<file path="src/rtl/ghostchip_pkg.sv">
// Shared definitions for the keypad front end and its consumers.
package ghostchip_pkg;

  // One hex key code; the CPU uses the same type for key operands.
  typedef logic [3:0] key_code_t;

  // Number of pending key presses the event queue can hold.
  localparam int KEY_FIFO_DEPTH = 4;

  // Physical index p = col*4 + row  ->  CHIP-8 key code.
  // Keypad face, rows top to bottom: 1 2 3 C / 4 5 6 D / 7 8 9 E / A 0 B F.
  localparam key_code_t KEYMAP [16] = '{
    4'h1, 4'h4, 4'h7, 4'hA,   // column 0, rows 0..3
    4'h2, 4'h5, 4'h8, 4'h0,   // column 1
    4'h3, 4'h6, 4'h9, 4'hB,   // column 2
    4'hC, 4'hD, 4'hE, 4'hF    // column 3
  };

  // Index of the lowest set bit; returns 0 when no bit is set.
  function automatic key_code_t lowestSet(input logic [15:0] bits);
    key_code_t code;
    code = '0;
    for (int i = 15; i >= 0; i--) begin
      if (bits[i]) code = key_code_t'(i);
    end
    return code;
  endfunction

endpackage

</file>
<file path="src/rtl/keypad_scanner_if.sv">
// Key event handshake between the keypad scanner and its consumer.
interface keypad_scanner_if;
  import ghostchip_pkg::*;

  logic      key_valid;
  key_code_t key_code;
  logic      key_ready;

  // The scanner produces events.
  modport master (output key_valid, output key_code, input key_ready);

  // The CPU consumes events.
  modport slave (input key_valid, input key_code, output key_ready);

endinterface

</file>
<file path="src/rtl/key_fifo.sv">
// Small first-word-fall-through queue of key codes. The head entry is
// always visible on o_data; a pop while empty is ignored, and a push
// while full is accepted only if a pop frees the slot in the same cycle.
module key_fifo
  import ghostchip_pkg::*;
#(
  parameter int DEPTH = KEY_FIFO_DEPTH
) (
  input  logic      clk,
  input  logic      rst_n,
  input  logic      i_push,
  input  key_code_t i_data,
  input  logic      i_pop,
  output key_code_t o_data,
  output logic      o_full,
  output logic      o_empty
);

  localparam int PW = (DEPTH > 1) ? $clog2(DEPTH) : 1;
  localparam int CW = $clog2(DEPTH + 1);
  localparam logic [PW-1:0] LAST_PTR = PW'(DEPTH - 1);

  key_code_t     r_mem [DEPTH];
  logic [PW-1:0] r_rdPtr;
  logic [PW-1:0] r_wrPtr;
  logic [CW-1:0] r_count;

  logic w_doPop;
  logic w_doPush;

  // Pointers wrap explicitly so non-power-of-two depths also work.
  function automatic logic [PW-1:0] nextPtr(input logic [PW-1:0] ptr);
    return (ptr == LAST_PTR) ? '0 : ptr + PW'(1);
  endfunction

  assign o_empty  = (r_count == '0);
  assign o_full   = (r_count == CW'(DEPTH));
  assign o_data   = r_mem[r_rdPtr];
  assign w_doPop  = i_pop && !o_empty;
  assign w_doPush = i_push && (!o_full || w_doPop);

  // Storage, pointers and occupancy; simultaneous push and pop keeps the count.
  always_ff @(posedge clk) begin
    if (!rst_n) begin
      for (int i = 0; i < DEPTH; i++) r_mem[i] <= '0;
      r_rdPtr <= '0;
      r_wrPtr <= '0;
      r_count <= '0;
    end else begin
      if (w_doPush) begin
        r_mem[r_wrPtr] <= i_data;
        r_wrPtr        <= nextPtr(r_wrPtr);
      end
      if (w_doPop) begin
        r_rdPtr <= nextPtr(r_rdPtr);
      end
      case ({w_doPush, w_doPop})
        2'b10:   r_count <= r_count + CW'(1);
        2'b01:   r_count <= r_count - CW'(1);
        default: r_count <= r_count;
      endcase
    end
  end

endmodule

</file>
<file path="src/rtl/keypad_scanner.sv">
// Scans a 4x4 hex keypad, debounces each key once per frame, exposes the
// debounced level of all 16 keys and queues a code for every new press.
module keypad_scanner
  import ghostchip_pkg::*;
#(
  parameter int SCAN_DIV = 12000,
  parameter int DEBOUNCE = 4
) (
  input  logic        clk,
  input  logic        rst_n,
  output logic [3:0]  col_out,
  input  logic [3:0]  row_in,
  output logic [15:0] matrix,
  keypad_scanner_if.master key_if
);

  localparam int DW = $clog2(SCAN_DIV);
  localparam int CW = $clog2(DEBOUNCE + 1);
  localparam logic [DW-1:0] DWELL_LAST = DW'(SCAN_DIV - 1);
  localparam logic [CW-1:0] CNT_LIMIT  = CW'(DEBOUNCE);

  // Scan state.
  logic [DW-1:0] r_dwell;
  logic [1:0]    r_col;
  logic [3:0]    r_colOut;
  logic [15:0]   r_raw;

  // Debounce state: stable levels indexed by key code, counters by physical key.
  logic [15:0]   r_stable;
  logic [CW-1:0] r_cnt [16];
  logic [15:0]   r_pending;

  logic          w_sample;
  logic          w_frameEnd;
  logic [15:0]   w_rawFrame;
  logic [15:0]   w_stableNext;
  logic [CW-1:0] w_cntNext [16];
  logic [15:0]   w_rise;
  key_code_t     w_pushCode;
  logic          w_push;
  logic [15:0]   w_clear;
  logic          w_pop;
  logic          w_fifoFull;
  logic          w_fifoEmpty;
  key_code_t     w_fifoData;

  assign w_sample   = (r_dwell == DWELL_LAST);
  assign w_frameEnd = w_sample && (r_col == 2'd3);
  assign w_pop      = key_if.key_ready && !w_fifoEmpty;

  // Column dwell counter and row sampling; the column drive is registered so it switches together with the column index.
  always_ff @(posedge clk) begin
    if (!rst_n) begin
      r_dwell  <= '0;
      r_col    <= 2'd0;
      r_colOut <= 4'b1110;
      r_raw    <= '0;
    end else if (w_sample) begin
      r_dwell                   <= '0;
      r_col                     <= r_col + 2'd1;
      r_colOut                  <= ~(4'b0001 << (r_col + 2'd1));
      r_raw[{r_col, 2'b00} +: 4] <= ~row_in;
    end else begin
      r_dwell <= r_dwell + DW'(1);
    end
  end

  // Frame-end debounce: column 3 is taken straight from the pins so the whole frame is judged on the sample edge itself.
  always_comb begin
    w_rawFrame   = {~row_in, r_raw[11:0]};
    w_stableNext = r_stable;
    w_rise       = '0;
    for (int p = 0; p < 16; p++) begin
      w_cntNext[p] = r_cnt[p];
    end
    if (w_frameEnd) begin
      for (int p = 0; p < 16; p++) begin
        if (w_rawFrame[p] == r_stable[KEYMAP[p]]) begin
          w_cntNext[p] = '0;
        end else if ((r_cnt[p] + CW'(1)) == CNT_LIMIT) begin
          w_cntNext[p]              = '0;
          w_stableNext[KEYMAP[p]]   = w_rawFrame[p];
          w_rise[KEYMAP[p]]         = w_rawFrame[p];
        end else begin
          w_cntNext[p] = r_cnt[p] + CW'(1);
        end
      end
    end
  end

  // Debounced levels and per-key disagreement counters.
  always_ff @(posedge clk) begin
    if (!rst_n) begin
      r_stable <= '0;
      for (int p = 0; p < 16; p++) r_cnt[p] <= '0;
    end else begin
      r_stable <= w_stableNext;
      for (int p = 0; p < 16; p++) r_cnt[p] <= w_cntNext[p];
    end
  end

  // Lowest pending code enters the queue; a slot freed by a pop this cycle counts as room.
  always_comb begin
    w_pushCode = lowestSet(r_pending);
    w_push     = (r_pending != '0) && (!w_fifoFull || w_pop);
    w_clear    = w_push ? (16'd1 << w_pushCode) : 16'd0;
  end

  // Pending presses; a press that lands on a code still waiting simply stays set.
  always_ff @(posedge clk) begin
    if (!rst_n) begin
      r_pending <= '0;
    end else begin
      r_pending <= (r_pending & ~w_clear) | w_rise;
    end
  end

  key_fifo #(
    .DEPTH (KEY_FIFO_DEPTH)
  ) u_keyFifo (
    .clk     (clk),
    .rst_n   (rst_n),
    .i_push  (w_push),
    .i_data  (w_pushCode),
    .i_pop   (key_if.key_ready),
    .o_data  (w_fifoData),
    .o_full  (w_fifoFull),
    .o_empty (w_fifoEmpty)
  );

  assign col_out          = r_colOut;
  assign matrix           = r_stable;
  assign key_if.key_valid = !w_fifoEmpty;
  assign key_if.key_code  = w_fifoData;

endmodule

</file>
<file path="src/flat_wrapper.sv">
// flat-port wrapper written by rule: the top's interface ports become plain ports
module keypad_scanner_flat import ghostchip_pkg::*;
#(
  parameter int SCAN_DIV = 12000,
  parameter int DEBOUNCE = 4
)
  (clk, rst_n, col_out, row_in, matrix, key_if_key_valid, key_if_key_code, key_if_key_ready);
  keypad_scanner_if key_if_i ();
  input  logic clk;
  input  logic rst_n;
  output logic [3:0] col_out;
  input  logic [3:0] row_in;
  output logic [15:0] matrix;
  output wire logic [$bits(key_if_i.key_valid)-1:0] key_if_key_valid;
  output wire logic [$bits(key_if_i.key_code)-1:0] key_if_key_code;
  input wire logic [$bits(key_if_i.key_ready)-1:0] key_if_key_ready;
  assign key_if_key_valid = key_if_i.key_valid;
  assign key_if_key_code = key_if_i.key_code;
  assign key_if_i.key_ready = key_if_key_ready;
  keypad_scanner #(.SCAN_DIV(SCAN_DIV), .DEBOUNCE(DEBOUNCE)) u_core (.clk(clk), .rst_n(rst_n), .col_out(col_out), .row_in(row_in), .matrix(matrix), .key_if(key_if_i));
endmodule
</file>
<file path="config.mk">
export PLATFORM = sky130hd
export DESIGN_NAME = keypad_scanner_flat
export DESIGN_NICKNAME = d
export VERILOG_FILES = /design/src/rtl/ghostchip_pkg.sv /design/src/rtl/keypad_scanner_if.sv /design/src/rtl/key_fifo.sv /design/src/rtl/keypad_scanner.sv /design/src/flat_wrapper.sv
export SDC_FILE = /design/constraint.sdc
export NUM_CORES = 1
export LEC_CHECK = 0
export CAP_MARGIN = 25
export CORE_MARGIN = 1.5
export CORE_UTILIZATION = 54
export DETAILED_ROUTE_END_ITERATION = 12
export HOLD_SLACK_MARGIN = 0.15
export MAX_ROUTING_LAYER = met4
export PLACE_DENSITY = 0.76
export SETUP_SLACK_MARGIN = 0.4
export SLEW_MARGIN = 20
export SYNTH_ARGS = -nofsm -noshare
export SYNTH_HDL_FRONTEND = slang
export SYNTH_SLANG_ARGS = --single-unit
</file>
<file path="constraint.sdc">
create_clock -name clk -period 7.28 [get_ports clk]
set_input_delay 1.456 -clock clk [delete_from_list [all_inputs] [get_ports clk]]
set_output_delay 1.456 -clock clk [all_outputs]
set_load 0.1 [all_outputs]
</file>
==> flow_summary_export.csv <==
group,metric,value,unit
min_path,hold_depth,1,
detailed_routing,drc_errors,0,
setup_path,crit_required,5.82,ns
setup_path,slowest_stage,"clkdlybuf4s50_1",
clock_network,clk_pin_slew,0.05,ns
layout,final_common_cell,"dfxtp_1",
die,rows,41,
yosys,synthFlopType,"dfxtp_1",
power_and_ir_drop,powerDensity,206,nW/µm²
min_path,worstHoldStart,"u_core.r_dwell[0]$_SDFF_PP0_",
clock_network,cts_resized,0,
status,status,"finished, final reports clean",
yosys,synth-edff-count,16,
yosys,yosysWarnings,0,
setup_path,r2r_slack,4.32,ns
global_routing,grt_pass1_wl,24800,µm
place,dp_cells,945,
die,io_pins,32,
yosys,synth_fp_nets,821,
min_path,hp-class,"register to register",
detailed_routing,drt_wl_total,14700,µm
layout,final_cell_mix,"121 x dfxtp_1, 108 x nand2_1, 60 x a21boi_0",
setup_path,worstPathCellList,"mux4_2, clkdlybuf4s50_1",
clock_network,hold_buffers,0,
yosys,yosysTopAreaCellShare,35.1,%
die,die_area,13400,µm²
timing,fin_tns_setup,0,ns
power_and_ir_drop,p_total,1620,µW
layout,nets,841,
timing,min_period,3.84,ns
layout,layout-area-overhead-vs-synth,14.3,%
layout,drive_gt1_share,5.47,%
setup_path,start_kind,"register",
timing,post-route-period-util,52.7,%
place,place_congestion,0.907,
setup_path,worst-path-buf-inv,1,
detailed_routing,vias,5602,
yosys,yosysSeqAreaShare,42.1,%
yosys,syn_area_per_cell,8.93,µm²
job,drv_cap,0,
yosys,syn_area,6890,µm²
timing,finalSetupViolCount,0,
timing,maxSlewViolCount,0,
global_routing,grt_pass1_vias,5398,
global_routing,overflow,0,
die,die_w,116,µm
global_routing,antenna_found_initial,0,
detailed_routing,dr.pass1.iters,7,
detailed_routing,wl_met2,7220,µm
die,die_h,116,µm
detailed_routing,via_per_inst,5.74,
clock_network,clk_path_buf_depth,2,
detailed_routing,drt-met1-wl,6530,µm
detailed_routing,topRoutingLayerUsed,"met4",
setup_path,crit_type,"register to output port",
detailed_routing,wl_per_cell,15.1,µm
power_and_ir_drop,peakVddDrop,0.124,mV
setup_path,r2r_end,"u_core.u_keyFifo.r_count[2]$_SDFFE_PN0P_",
power_and_ir_drop,power.leakage,0.00302,µW
min_path,min_to,"u_core.r_dwell[0]$_SDFF_PP0_",
clock_network,clock_latency,0.42,ns
yosys,synthTopCellsByArea,"dfxtp_1 35%, ha_1 7.4%, edfxtp_1 7.0%",
global_routing,grt_max_degree,110,
clock_network,numCtsBuffers,17,
setup_path,r2r.worst_path.cells,9,
detailed_routing,drt_iter0_drc,348,
yosys,synth_cell_types,57,
setup_path,path_max_fanout,4,
yosys,yosysTopAreaCell,"dfxtp_1",
yosys,ys_ff_latch,137,
place,dp_hpwl,10000,µm
global_routing,grt_usage,24.0,%
setup_path,r2r-start,"u_core.r_pending[7]$_SDFF_PN0_",
layout,fin_cells,976,
setup_path,endpoint_kind,"output port",
die,coreArea,12500,µm²
yosys,synthCells,772,
die,start_util,55.1,%
clock_network,clock-sinks,137,
timing,rsz0062_at_grt,"false",
yosys,synth-async-reset-ratio,0,%
timing,fin_skew,0.00890,ns
timing,hold_viol_final,0,
clock_network,postCtsSetupRepairBufs,0,
setup_path,arrival,2.38,ns
timing,fmax,260,MHz
detailed_routing,ant_nets,0,
timing,worstMarginPinSlew,0.978,ns
clock_network,cts_tree,"done",
timing,slew_headroom,34.6,%
setup_path,critical_path.top_delay_family,"buffers and inverters",
clock_network,ctsRootBufferMaster,"clkbuf_16",
place,port-buffer-count,31,
layout,n_antenna_cell,0,
setup_path,cpPeakStageDelay,0.98,ns
detailed_routing,wl_met3,677,µm
clock_network,htreeDepth,4,
stage by stage:
step | utilization, % | area [µm²] | hold slack (ns) | worst slack (ns)
3_5_place_dp | 58.4 | 7310 | 0.471 | 2.64
5_1_grt | 62.9 | 7880 | 0.495 | 3.31
6_report | 62.9 | 7880 | 0.473 | 3.44
2_1_floorplan | - | 6890 | 0.430 | 3.45
3_3_place_gp | 58.4 | 7310 | 0.442 | 2.93
4_1_cts | 62.9 | 7870 | 0.483 | 3.09
cell type report:
class / instances / area [µm²]
repair buffers: 35 / 335
clock inverters: 2 / 35.0
flip-flops and latches: 137 / 2900
well taps: 172 / 215
inverters: 27 / 101
clock buffers: 29 / 531
multi-input cells: 574 / 3760
fillers: 1094 / 4640
how the worst max path moves through the flow:
stage | from | to | cells past startpoint
2_1_floorplan | key_if_key_ready | u_core.u_keyFifo.r_count[2]$_SDFFE_PN0P_ | 9
5_1_grt | key_if_key_ready | u_core.u_keyFifo.r_count[2]$_SDFFE_PN0P_ | 9
3_3_place_gp | key_if_key_ready | u_core.u_keyFifo.r_count[2]$_SDFFE_PN0P_ | 9
3_5_place_dp | key_if_key_ready | u_core.u_keyFifo.r_count[2]$_SDFFE_PN0P_ | 9
6_report | register | key_if_key_code[3] | 2
4_1_cts | key_if_key_ready | u_core.u_keyFifo.r_count[2]$_SDFFE_PN0P_ | 9
metal layers:
metal	track usage (%)	vias to the layer above
met1	28.3	2658
met3	5.02	30
li1	-	2764
met4	10.2	0
met2	39.8	150
met5	-	-
cells by family after synthesis:
group | count (synthesis) | share of synthesized area (%)
buffers and inverters | 61 | 3.56
and+or+nand+nor | 325 | 24.0
xor gates and xnor gates | 47 | 5.97
DFF | 137 | 42.1
muxes | 6 | 1.60
adders and majority gates | 42 | 7.73
AOI/OAI and AO/OA | 154 | 15.0
worst register-to-register path: stages (launching register included):
cell and delay (ns):
dfxtp_1 0.39, nor4_1 0.58, and4_1 0.33, or2_2 0.21, ha_1 0.22, inv_1 0.07, fa_1 0.45, xor2_1 0.17
or3_1 0.32, a21boi_0 0.16
synthesized netlist by cell type, types with 10 or more instances:
| master | number |
|---|---|
| nand3_1 | 47 |
| ha_1 | 41 |
| a21boi_0 | 60 |
| nand2_1 | 108 |
| dfxtp_1 | 121 |
| nand4b_1 | 11 |
| inv_1 | 27 |
| or3_1 | 25 |
| edfxtp_1 | 16 |
| xnor2_1 | 10 |
| o21ai_0 | 49 |
| and2_1 | 19 |
| nor2_1 | 38 |
| nor3_1 | 24 |
| xor2_1 | 37 |
| clkbuf_1 | 26 |
| a21oi_1 | 10 |
report_power, final:
part | total [µW] | switching, µW | internal, µW
Sequential | 771 | 2.35 | 768
Combinational | 36.7 | 23.9 | 12.8
Clock | 817 | 295 | 522
Total | 1620 | 321 | 1300
state kept, by name (all words and copies together) (netlist names), named ones only:
register	flops
u_core.col_out	4
u_core.matrix	16
u_core.r_cnt	48
u_core.r_col	2
u_core.r_dwell	14
u_core.r_pending	16
u_core.r_raw	12
u_core.u_keyFifo.r_count	3
u_core.u_keyFifo.r_mem	16
u_core.u_keyFifo.r_rdPtr	2
u_core.u_keyFifo.r_wrPtr	2
(Power assumes the default switching activity.)
